==> src/rtl/mult_pkg.sv <==
// ============================================================================
// mult_pkg : shared widths, writeback entry type and sign/zero helper
// Rev 1.0
// ============================================================================
`default_nettype none

package mult_pkg;

  localparam int MULT_PROD_W = 64;
  localparam int REG_ADDR_W  = 5;
  localparam int DATA_W      = 32;

  typedef struct packed {
    logic [MULT_PROD_W-1:0] result;
    logic [REG_ADDR_W-1:0]  regdest;
  } mult_entry_t;

  // Turns the upstream magnitude plus sign/zero flags into the signed product.
  function automatic logic [MULT_PROD_W-1:0] signed_result(
    input logic [MULT_PROD_W-1:0] magnitude,
    input logic                   ispositive,
    input logic                   iszero
  );
    logic [MULT_PROD_W-1:0] res;
    if (iszero) begin
      res = '0;
    end else if (ispositive) begin
      res = magnitude;
    end else begin
      res = (~magnitude) + {{(MULT_PROD_W-1){1'b0}}, 1'b1};
    end
    return res;
  endfunction

endpackage

`default_nettype wire

==> src/rtl/mult_wb_fifo.sv <==
// ============================================================================
// mult_wb_fifo : valid/ready FIFO of completed multiply results awaiting writeback
// Rev 1.0
// ============================================================================
`default_nettype none

module mult_wb_fifo
  import mult_pkg::*;
#(
  parameter int DEPTH = 2
) (
  input  logic                   clock,
  input  logic                   reset,
  input  logic                   in_valid,
  output logic                   in_ready,
  input  mult_entry_t            in_entry,
  output logic                   out_valid,
  input  logic                   out_ready,
  output mult_entry_t            out_entry,
  output logic [$clog2(DEPTH):0] count
);

  localparam int          AW         = $clog2(DEPTH);
  localparam logic [AW:0] FULL_COUNT = (AW+1)'(DEPTH);

  mult_entry_t   mem_q [DEPTH];
  mult_entry_t   mem_d [DEPTH];
  logic [AW-1:0] wr_ptr_q, wr_ptr_d;
  logic [AW-1:0] rd_ptr_q, rd_ptr_d;
  logic [AW:0]   count_q, count_d;
  logic          push, pop;

  // Full/empty come only from the registered count, so there is no
  // combinational path from out_ready to in_ready.
  assign in_ready  = (count_q != FULL_COUNT);
  assign out_valid = (count_q != '0);
  assign push      = in_valid && in_ready;
  assign pop       = out_valid && out_ready;
  assign out_entry = mem_q[rd_ptr_q];
  assign count     = count_q;

  always_comb begin
    mem_d    = mem_q;
    wr_ptr_d = wr_ptr_q;
    rd_ptr_d = rd_ptr_q;
    count_d  = count_q;
    if (push) begin
      mem_d[wr_ptr_q] = in_entry;
      wr_ptr_d        = wr_ptr_q + AW'(1);
    end
    if (pop) begin
      rd_ptr_d = rd_ptr_q + AW'(1);
    end
    case ({push, pop})
      2'b10:   count_d = count_q + (AW+1)'(1);
      2'b01:   count_d = count_q - (AW+1)'(1);
      default: count_d = count_q;
    endcase
  end

  always_ff @(posedge clock or negedge reset) begin
    if (!reset) begin
      wr_ptr_q <= '0;
      rd_ptr_q <= '0;
      count_q  <= '0;
    end else begin
      wr_ptr_q <= wr_ptr_d;
      rd_ptr_q <= rd_ptr_d;
      count_q  <= count_d;
    end
  end

  // Storage needs no reset: entries are only visible while count is non-zero.
  always_ff @(posedge clock) begin
    mem_q <= mem_d;
  end

endmodule

`default_nettype wire

==> src/rtl/mult_final.sv <==
// ============================================================================
// mult_final : final multiply stage - sign/zero correction and writeback buffer
// Rev 1.0
// ============================================================================
`default_nettype none

module mult_final
  import mult_pkg::*;
#(
  parameter int FIFO_DEPTH = 2
) (
  input  logic                        clock,
  input  logic                        reset,
  input  logic                        m1_mf_oper,
  input  logic [MULT_PROD_W-1:0]      m1_mf_product,
  input  logic [REG_ADDR_W-1:0]       m1_mf_regdest,
  input  logic                        m1_mf_ispositive,
  input  logic                        m1_mf_iszero,
  output logic                        mf_m1_stall,
  output logic                        mf_wb_oper,
  output logic [DATA_W-1:0]           mf_wb_data,
  output logic [DATA_W-1:0]           mf_wb_datahi,
  output logic [REG_ADDR_W-1:0]       mf_wb_regdest,
  input  logic                        mf_wb_ready,
  output logic [$clog2(FIFO_DEPTH):0] mf_count
);

  mult_entry_t in_entry;
  mult_entry_t head_entry;
  logic        in_ready;
  logic        out_valid;
  logic        enq_valid;

  always_comb begin
    in_entry.result  = signed_result(m1_mf_product, m1_mf_ispositive, m1_mf_iszero);
    in_entry.regdest = m1_mf_regdest;
  end

  // Writes to r0 are consumed like any other bundle but never buffered.
  assign enq_valid = m1_mf_oper && (m1_mf_regdest != '0);

  mult_wb_fifo #(
    .DEPTH (FIFO_DEPTH)
  ) u_wb_fifo (
    .clock     (clock),
    .reset     (reset),
    .in_valid  (enq_valid),
    .in_ready  (in_ready),
    .in_entry  (in_entry),
    .out_valid (out_valid),
    .out_ready (mf_wb_ready),
    .out_entry (head_entry),
    .count     (mf_count)
  );

  assign mf_m1_stall   = !in_ready;
  assign mf_wb_oper    = out_valid;
  assign mf_wb_data    = out_valid ? head_entry.result[DATA_W-1:0]            : '0;
  assign mf_wb_datahi  = out_valid ? head_entry.result[MULT_PROD_W-1:DATA_W]  : '0;
  assign mf_wb_regdest = out_valid ? head_entry.regdest                        : '0;

endmodule

`default_nettype wire

==> config.mk <==
export PLATFORM = sky130hd
export DESIGN_NAME = mult_final
export DESIGN_NICKNAME = d
export VERILOG_FILES = /design/src/rtl/mult_pkg.sv /design/src/rtl/mult_wb_fifo.sv /design/src/rtl/mult_final.sv
export SDC_FILE = /design/constraint.sdc
export NUM_CORES = 1
export LEC_CHECK = 0
export ABC_CLOCK_PERIOD_IN_PS = 10500
export CORE_ASPECT_RATIO = 0.8
export CORE_UTILIZATION = 41
export CTS_CLUSTER_SIZE = 25
export DETAILED_ROUTE_END_ITERATION = 8
export GPL_TIMING_DRIVEN = 1
export PLACE_DENSITY = 0.66
export SLEW_MARGIN = 30
export SYNTH_ARGS = -nofsm -noshare
export SYNTH_HDL_FRONTEND = slang
export SYNTH_SLANG_ARGS = --single-unit
==> constraint.sdc <==
create_clock -name clock -period 10.5 [get_ports clock]
set_clock_uncertainty 0.1 [all_clocks]
set_input_delay 2.1 -clock clock [delete_from_list [all_inputs] [get_ports clock]]
set_output_delay 2.1 -clock clock [all_outputs]
set_load 0.02 [all_outputs]
==> run metrics, run 1 <==
status=finished, final reports clean; sequential fraction of the synthesis area=a little under three fifths; starting density of the core=between 40% and 50%; FF+latch count, synth=142; Syn Inst Count=a little under 700; CP Capture Type=register; minimum clock period=a little over 5 ns; sw frac=around 37%; Setup TNS Final=0 ns; Mapped Area=7690 um2; internal power component=roughly 1600 uW; clk root buf=clkbuf_16; Fmax=between 0.15 and 0.2 GHz; Die Area=19,300 um2; Slew @ Worst Pin=approximately 0.9 ns; critical path cell sequence=clkdlybuf4s50_1 -> nor4_1 -> nor4b_4 -> and3_1 -> mux2i_1 -> a2111o_1; Worst Hold Class=register to register; Async S/R FF share, synth=roughly 2.8%; combinational share of power=around 44%; # rows=44; Setup violations, final=0; Reg clk slew, reported paths=0.06 ns; Static Leak=0.00351 uW; most frequent cells in the layout=nor2_1, clkdlybuf4s50_1, edfxtp_1; crit path kind=primary input to register; worst-case clock buffer depth=2; Power Dens Cells=248 nW/um2; critical path launch point type=primary input; initial antenna violation count=0; fin nets=893; R2R depth=7; placer congestion estimate=0.824; Hold Vio Cnt, Final=0; Clock Sinks=142; CP startpoint=m1_mf_product[24]; via/cell ratio=about 5.5; # H-tree levels=4; DRC viols=0; IO Pins=148; Setup crit end=u_wb_fifo.mem_q[133]; R2R setup slack=8.22 ns; Seq. cell area=4250 um2; fill cell count=about 1,600; fin crit share=~49%; synth warn=0; ant diodes=0; critical register-to-register path startpoint=u_wb_fifo.count[0]; vias=5,912; Max IR drop VDD=0.161 mV; # hold bufs at CTS=0; Power Total=2440 uW; ys flop type=edfxtp_1; Die H=124 um; Max Cap Viol=0; First-pass DRT Iterations=5; ratio of cells with drive above 1 in the final layout=7.60%; Synth Area per Inst=about 11 um2; Avg WL per Cell=18.7 um; Routed WL=20,200 um; vias in the first global route=approximately 5,900; critical path's largest stage delay=0.83 ns; ANT nets after route=0; TritonCTS clock tree=done; delay-heaviest family, CP=simple AND/OR/NAND/NOR gates; count of pins over their slew limit=0; slowest CP cell=nor4_1; Clk Latency, worst-skew pair=0.42 ns; violation count after the first detailed-route iteration=420; Crit Path Max Fanout=12; largest net degree at the start of global routing=86; NetSw=893 uW; Rel. slew slack=38.9%; Setup Fix Bufs, Post-CTS=0; clock buffer count from CTS=17; Synth Net Count=764; area delta synth->final=28.5%; DP HPWL=13,500 um; area of the multi-input gates=3220 um2; gr ovfl total=0; Port Buffers=approximately 150; sequential share of power=between 30% and 40%; post-cts resize count=0; Required @ worst endpoint=10.56 ns; Die Wd=about 160 um; first-pass GRT wire length=32,100 um; clock power share=21.4%; gr usage total=21.6%; Post-synth EDFFs=138; worst path bufs/invs=1; core area=roughly 18,000 um2; WP data arrival=5.17 ns; FF-to-FF End=u_wb_fifo.count[1]; RSZ-0062 raised after global routing=false; Synth cell types=59; Crit. path cell count=6
worst register-to-register path: cells and delay by family, from the launching register on:
kind / cells / cell delay (ns)
buffers and inverters: 2 / 0.70
DFF: 1 / 0.47
xor gates and xnor gates: 1 / 0.13
and+or+nand+nor: 3 / 0.47
adders and majority gates: 1 / 0.34
logic make-up after synthesis:
kind of cell             count (synthesis)  synth area share, %
adder cells (fa/ha/maj)                  2                0.325
AND/OR/NAND/NOR                        283                 18.9
buffers and inverters                   58                 3.19
multiplexers                            89                 11.8
flip-flops                             142                 55.2
AO/OA/AOI/OAI                           78                 6.58
XOR/XNOR                                35                 3.99
synthesized netlist by cell type, types with 4 or more instances:
| cell | instances | area, um2 |
|---|---|---|
| clkbuf_1 | 30 | 113 |
| nor3_1 | 23 | 115 |
| or4_1 | 12 | 90.1 |
| nand3_1 | 5 | 25.0 |
| a21oi_1 | 26 | 130 |
| edfxtp_1 | 138 | 4140 |
| xor2_1 | 4 | 35.0 |
| inv_1 | 11 | 41.3 |
| a41oi_1 | 5 | 43.8 |
| nor2_1 | 148 | 556 |
| buf_1 | 7 | 26.3 |
| mux2i_1 | 74 | 741 |
| nand2_1 | 12 | 45.0 |
| or3_1 | 18 | 113 |
| dfrtp_1 | 4 | 100 |
| xnor2_1 | 31 | 272 |
| mux2_2 | 14 | 158 |
| a31oi_1 | 20 | 125 |
| nand4_1 | 7 | 43.8 |
| nor2b_1 | 16 | 100 |
| nor4_1 | 14 | 87.6 |
| o21ai_0 | 8 | 40.0 |
flip-flops by register name (all words and copies together), names as in the netlist:
name / cells
u_wb_fifo.count: 2
u_wb_fifo.mem_q: 138
u_wb_fifo.rd_ptr_q: 1
u_wb_fifo.wr_ptr_q: 1
routing by layer:
| layer | track usage (%) | vias to the layer above | routed length, um |
|---|---|---|---|
| met5 | 0 | - | 0 |
| met4 | 6.29 | 0 | 248 |
| met3 | 5.25 | 21 | 1250 |
| met2 | 33.1 | 189 | 9120 |
| met1 | 30.3 | 2890 | 9600 |
| li1 | - | 2812 | - |
per-stage QoR:
step | util, % | setup WS, ns | std cells | cell area [um2] | hold slack [ns]
global placement | 51.3 | 5.10 | 1050 | 9360 | 0.433
floorplan | - | 4.59 | 687 | 7690 | 0.368
global route | 54.2 | 5.29 | 1082 | 9870 | 0.492
detailed placement | 51.4 | 5.00 | 1050 | 9360 | 0.444
finish | 54.2 | 5.40 | 1082 | 9870 | 0.458
CTS | 54.1 | 5.44 | 1082 | 9870 | 0.452
worst min path at each step:
| stage | startpoint | to | cells past startpoint | slack [ns] |
|---|---|---|---|---|
| floorplan | u_wb_fifo.wr_ptr_q | u_wb_fifo.wr_ptr_q | 1 | 0.37 |
| global placement | u_wb_fifo.wr_ptr_q | u_wb_fifo.wr_ptr_q | 1 | 0.43 |
| detailed placement | u_wb_fifo.wr_ptr_q | u_wb_fifo.wr_ptr_q | 1 | 0.44 |
| CTS | u_wb_fifo.wr_ptr_q | u_wb_fifo.wr_ptr_q | 1 | 0.45 |
| global route | u_wb_fifo.wr_ptr_q | u_wb_fifo.wr_ptr_q | 1 | 0.49 |
| finish | u_wb_fifo.wr_ptr_q | u_wb_fifo.wr_ptr_q | 1 | 0.46 |
final cells by class:
cell class | count | area share, %
inverters | 13 | 0.494
multi-input cells | 487 | 32.6
clock inverters | 13 | 0.760
well taps | 253 | 3.21
flip-flops and latches | 142 | 43.0
clock buffers | 19 | 4.38
repair buffers | 155 | 15.5
power groups by stage:
stage | Clock [uW] | Combinational [uW] | Sequential, uW
finish | 523 | 1080 | 837
global route | 554 | 1160 | 849
CTS | 535 | 1090 | 840
detailed placement | 0 | 1090 | 851
global placement | 0 | 1080 | 843
floorplan | 0 | 617 | 838
No activity file was read; power rests on OpenSTA's default activity.
==> run 2, diff against run 1 <==
Settings changed: ABC_CLOCK_PERIOD_IN_PS 10500 to 5300.
Clock period 10.5 ns to 5.3 ns, I/O delays scaled along.
==> run metrics, run 2 (synthesized netlist as in run 1, its figures left out) <==
Setup TNS Final=0 ns (unchanged); Die Area=19,300 um2 (unchanged); CP Capture Type=register; Max IR drop VDD=0.358 mV (+120%); Setup Fix Bufs, Post-CTS=0 (unchanged); # H-tree levels=4 (unchanged); status=finished, final reports clean; largest net degree at the start of global routing=70 (-19%); Die H=124 um (unchanged); delay-heaviest family, CP=simple AND/OR/NAND/NOR gates; TritonCTS clock tree=done; WHS=0.464 ns (+0.00661 ns); Reg clk slew, reported paths=0.06 ns (about the same); most frequent cells in the layout=nor2_1, clkdlybuf4s50_1, edfxtp_1; Routed WL=20,200 um (-0.17%); Hold Vio Cnt, Final=0 (unchanged); Rel. slew slack=35.0% (-3.9 points); via/cell ratio=5.52 (+1.1%); Port Buffers=147 (unchanged); final cell count without fillers=1,083 (+0.092%); Avg WL per Cell=18.6 um (-0.26%); core area=18,200 um2 (unchanged); Static Leak=0.00357 uW (+1.8%); RSZ-0062 raised after global routing=false; vias in the first global route=5,704 (-3.3%); end of the worst hold path=u_wb_fifo.wr_ptr_q; starting density of the core=42.2% (unchanged); # hold bufs at CTS=0 (unchanged); critical path cell sequence=clkdlybuf4s50_1 -> or4_1 -> nor4b_4 -> and3_1 -> mux2i_1 -> a2111o_1; count of pins over their slew limit=0 (unchanged); Die Wd=155 um (unchanged); largest register by flop count=u_wb_fifo.mem_q; worst hold start=u_wb_fifo.wr_ptr_q; WP data arrival=4.05 ns (-1.12 ns); crit path kind=primary input to register; Worst Hold Class=register to register; critical path launch point type=primary input; placer congestion estimate=0.863 (+4.7%); minimum clock period=3.99 ns; fin nets=894 (+0.11%); R2R depth=8 (+1); placed cells=1,050 (unchanged); Clk Latency, worst-skew pair=0.42 ns (about the same); slowest CP cell=or4_1; ANT nets after route=0 (unchanged); DRC viols=0 (unchanged); gr usage total=21.0% (-0.61 points); vias=5,981 (+1.2%); critical register-to-register path startpoint=u_wb_fifo.count[0]; worst path bufs/invs=1 (unchanged); fin crit share=75.3%; Slew @ Worst Pin=0.975 ns (+0.0670 ns); First-pass DRT Iterations=5 (unchanged); Max Cap Viol=0 (unchanged); clk root buf=clkbuf_16; ant diodes=0 (unchanged); Crit Path Max Fanout=12 (unchanged); gr ovfl total=0 (unchanged); Setup violations, final=0 (unchanged); # rows=44 (unchanged); post-cts resize count=0 (unchanged); Clock Sinks=142 (unchanged); Power Dens Cells=506 nW/um2 (+100%); first-pass GRT wire length=31,000 um (-3.3%); FF-to-FF End=u_wb_fifo.count[1]; violation count after the first detailed-route iteration=564 (+34%); critical path's largest stage delay=0.78 ns (-0.05 ns); WHS Path Cells=1 (unchanged); IO Pins=148 (unchanged); R2R setup slack=2.78 ns (-5.44 ns); DP HPWL=13,700 um (+1.4%); worst-case clock buffer depth=2 (unchanged); ratio of cells with drive above 1 in the final layout=7.83% (+0.23 points); Fmax=~0.25 GHz; Largest register FFs=138 (unchanged); area delta synth->final=30.2%; initial antenna violation count=0 (unchanged); Required @ worst endpoint=5.36 ns (-5.20 ns); clock buffer count from CTS=17 (unchanged)
==> run 2: cell count changes in the layout (fill, tap and decap cells not counted), sizes merged <==
cell	previous run	this run
bufinv	0	4
buf	10	11
clkbuf	19	18
clkinv	11	10
clkinvlp	3	2
inv	12	11
==> run 2: worst reg2reg max path, stage by stage, from the launching register on <==
cell and delay, ns:
dfrtp_1 0.47, nor2_4 0.35, buf_16 0.22, buf_4 0.39, inv_1 0.12, and2_1 0.20, ha_1 0.33, nor2_1 0.14
xnor2_1 0.13
==> run 2: power by group <==
| group | switching, uW | internal, uW | total [uW] |
|---|---|---|---|
| clock | 441 | 777 | 1220 |
| sequential | 159 | 1560 | 1720 |
| combinational | 1180 | 957 | 2130 |
==> run 2: worst max path at each step <==
stage	slack [ns]	to	depth (start not counted)	startpoint
after floorplan	0.43	u_wb_fifo.mem_q[0]	3	m1_mf_regdest[3]
after CTS	1.23	mf_wb_datahi[17]	4	u_wb_fifo.count[0]
after global placement	1.04	u_wb_fifo.mem_q[135]	6	m1_mf_product[6]
final	1.31	u_wb_fifo.mem_q[135]	6	m1_mf_product[12]
after detailed placement	0.92	u_wb_fifo.mem_q[135]	6	m1_mf_product[12]
after global routing	1.22	u_wb_fifo.mem_q[135]	6	m1_mf_product[10]
==> run 2: through the flow <==
step / util (%) / power (uW) / setup WS (ns) / instance area, um2
2_1_floorplan: - / 2880 / 0.430 / 7690
3_3_place_gp: 51.4 / 3830 / 1.04 / 9370
3_5_place_dp: 51.4 / 3860 / 0.921 / 9370
4_1_cts: 54.7 / 5080 / 1.23 / 9970
5_1_grt: 54.9 / 5300 / 1.22 / 10000
6_report: 54.9 / 5070 / 1.31 / 10000
==> run 2: cell type report <==
type / instances / area [um2]
Sequential cell: 142 / 4250
Inverter: 13 / 48.8
Fill cell: 1547 / 8220
Timing Repair Buffer: 156 / 1570
Clock buffer: 18 / 429
Multi-Input combinational cell: 487 / 3220
Clock inverter: 14 / 174
Tap cell: 253 / 317
==> run 2: per-layer routing <==
layer	vias up	track usage [%]	wire length, um	share of wire, %
li1	2812	-	-	-
met1	2889	30.2	9400	47
met2	244	31.7	9040	45
met3	36	4.56	1430	7.1
met4	0	6.00	314	1.6
met5	-	0	0	0
==> run 3, diff against run 2 <==
Settings changed: ABC_CLOCK_PERIOD_IN_PS 5300 to 3900.
Clock period 5.3 ns to 3.9 ns, I/O delays scaled along.
==> run metrics, run 3 (synthesized netlist as in run 1, its figures left out) <==
count of pins over their slew limit=0 (unchanged); ANT nets after route=0 (unchanged); vias=6,021 (+0.67%); crit path kind=register to primary output; clk root buf=clkbuf_16; Worst Slack Setup Final=0.386 ns (-0.924 ns); final cell count without fillers=1,111 (+2.6%); RSZ-0062 raised after global routing=false; IO Pins=148 (unchanged); Die Area=19,300 um2 (unchanged); Avg WL per Cell=18.1 um (-3.0%); # hold bufs at CTS=0 (unchanged); fin nets=922 (+3.1%); Seq. cell area=4250 um2 (unchanged); DP HPWL=14,100 um (+2.4%); status=finished, final reports clean; Port Buffers=147 (unchanged); Reg clk slew, reported paths=0.06 ns (about the same); CP Capture Type=primary output; area of the multi-input gates=3220 um2 (unchanged); critical register-to-register path startpoint=u_wb_fifo.count[1]; # rows=44 (unchanged); vias in the first global route=5,872 (+2.9%); DRC viols=0 (unchanged); gr usage total=21.5% (+0.52 points); Required @ worst endpoint=3.02 ns (-2.34 ns); core area=18,200 um2 (unchanged); fin crit share=90.1%; Setup violations, final=0 (unchanged); Worst Hold Class=primary input to async pin; Setup Fix Bufs, Post-CTS=0 (unchanged); # H-tree levels=4 (unchanged); largest net degree at the start of global routing=70 (unchanged); critical path launch point type=register; Die Wd=155 um (unchanged); internal power component=4420 uW (+34%); Die H=124 um (unchanged); combinational share of power=42.5% (+0.4 points); ratio of cells with drive above 1 in the final layout=11.1% (+3.2 points); first-pass GRT wire length=31,800 um (+2.7%); TritonCTS clock tree=done; Slew @ Worst Pin=0.844 ns (-0.131 ns); Clk Latency, worst-skew pair=0.42 ns (about the same); ant diodes=0 (unchanged); clock power share=23.8% (-0.3 points); post-cts resize count=0 (unchanged); First-pass DRT Iterations=5 (unchanged); largest register by flop count=u_wb_fifo.mem_q; Largest register FFs=138 (unchanged); Crit Path Max Fanout=32 (+20); initial antenna violation count=0 (unchanged); starting density of the core=42.2% (unchanged); Static Leak=0.00369 uW (+3.3%); violation count after the first detailed-route iteration=453 (-20%); WP data arrival=2.63 ns (-1.42 ns); Power Dens Cells=671 nW/um2 (+33%); Hold Vio Cnt, Final=0 (unchanged); fill cell count=1,537 (-0.65%); clock buffer count from CTS=17 (unchanged); minimum clock period=3.51 ns; sw frac=35.4% (+0.34 points); Fmax=0.285 GHz; via/cell ratio=5.42 (-1.9%); placer congestion estimate=0.895 (+3.8%); gr ovfl total=0 (unchanged); Rel. slew slack=43.7% (+8.7 points); most frequent cells in the layout=nor2_1, clkdlybuf4s50_1, edfxtp_1; worst-case clock buffer depth=2 (unchanged); Post-Place Setup Slack=-0.0163 ns (-0.938 ns); Power Total=6840 uW (+35%); placed cells=1,079 (+2.8%); area delta synth->final=32.6%; Max IR drop VDD=0.380 mV (+6.2%); Clock Sinks=142 (unchanged); sequential share of power=33.8% (about the same); CP startpoint=u_wb_fifo.rd_ptr_q; Routed WL=20,100 um (-0.48%); Max Cap Viol=0 (unchanged); NetSw=2420 uW (+36%)
run 3: changes by cell type in the layout (fill, tap and decap cells not counted), moves of 2 or more:
cell,before,now
clkinvlp_4,2,4
clkinv_2,3,1
buf_4,5,34
clkinv_1,6,3
inv_6,0,2
run 3: final timing paths:
| check | endpoint | slack (ns) | cells after the start |
|---|---|---|---|
| setup / recovery | mf_wb_datahi[25] | 0.39 | 4 |
| hold / removal | u_wb_fifo.count[1] | 0.47 | 1 |
| setup reg to reg | u_wb_fifo.mem_q[54] | 1.75 | 4 |
| hold reg to reg | u_wb_fifo.wr_ptr_q | 0.47 | 1 |
| max in group asynchronous | u_wb_fifo.rd_ptr_q | 3.03 | 1 |
| min in group clock | u_wb_fifo.wr_ptr_q | 0.47 | 1 |
run 3: through the flow:
stage / utilization (%) / area, um2 / hold WS, ns / TNS (ns)
after global routing: 55.9 / 10200 / 0.473 / 0
after CTS: 55.9 / 10200 / 0.453 / 0
after global placement: 52.6 / 9590 / 0.434 / 0
final: 55.9 / 10200 / 0.467 / 0
after floorplan: - / 7690 / 0.368 / -95.20
after detailed placement: 52.6 / 9590 / 0.461 / -0.0327
run 3: worst max-delay path, stage by stage, from the launching register on:
cell and delay (ns):
dfrtp_4 0.82, buf_12 0.32, mux2i_1 0.42, nor2_1 0.08, clkdlybuf4s50_1 0.55
run 3: routing by layer:
metal / vias up / global-route usage (%) / wire length (um)
met5: - / 0 / 0
met4: 0 / 6.93 / 281
met3: 20 / 4.63 / 1390
met2: 230 / 31.8 / 8870
met1: 2899 / 31.3 / 9550
li1: 2872 / - / -
run 3: power by group through the flow:
stage                     Clock [uW]  Sequential (uW)  Combinational [uW]
after floorplan                    0             2250                1660
after CTS                       1650             2320                2940
final                           1620             2310                2900
after global placement             0             2330                2900
after global routing            1710             2350                3100
after detailed placement           0             2350                2920
run 3: area by class of cell:
class	instances	share of cell area [%]
clock buffers	19	4.25
clock inverters	13	1.61
inverters	13	0.479
multi-input cells	487	31.6
flip-flops and latches	142	41.7
well taps	253	3.11
repair buffers	184	17.3
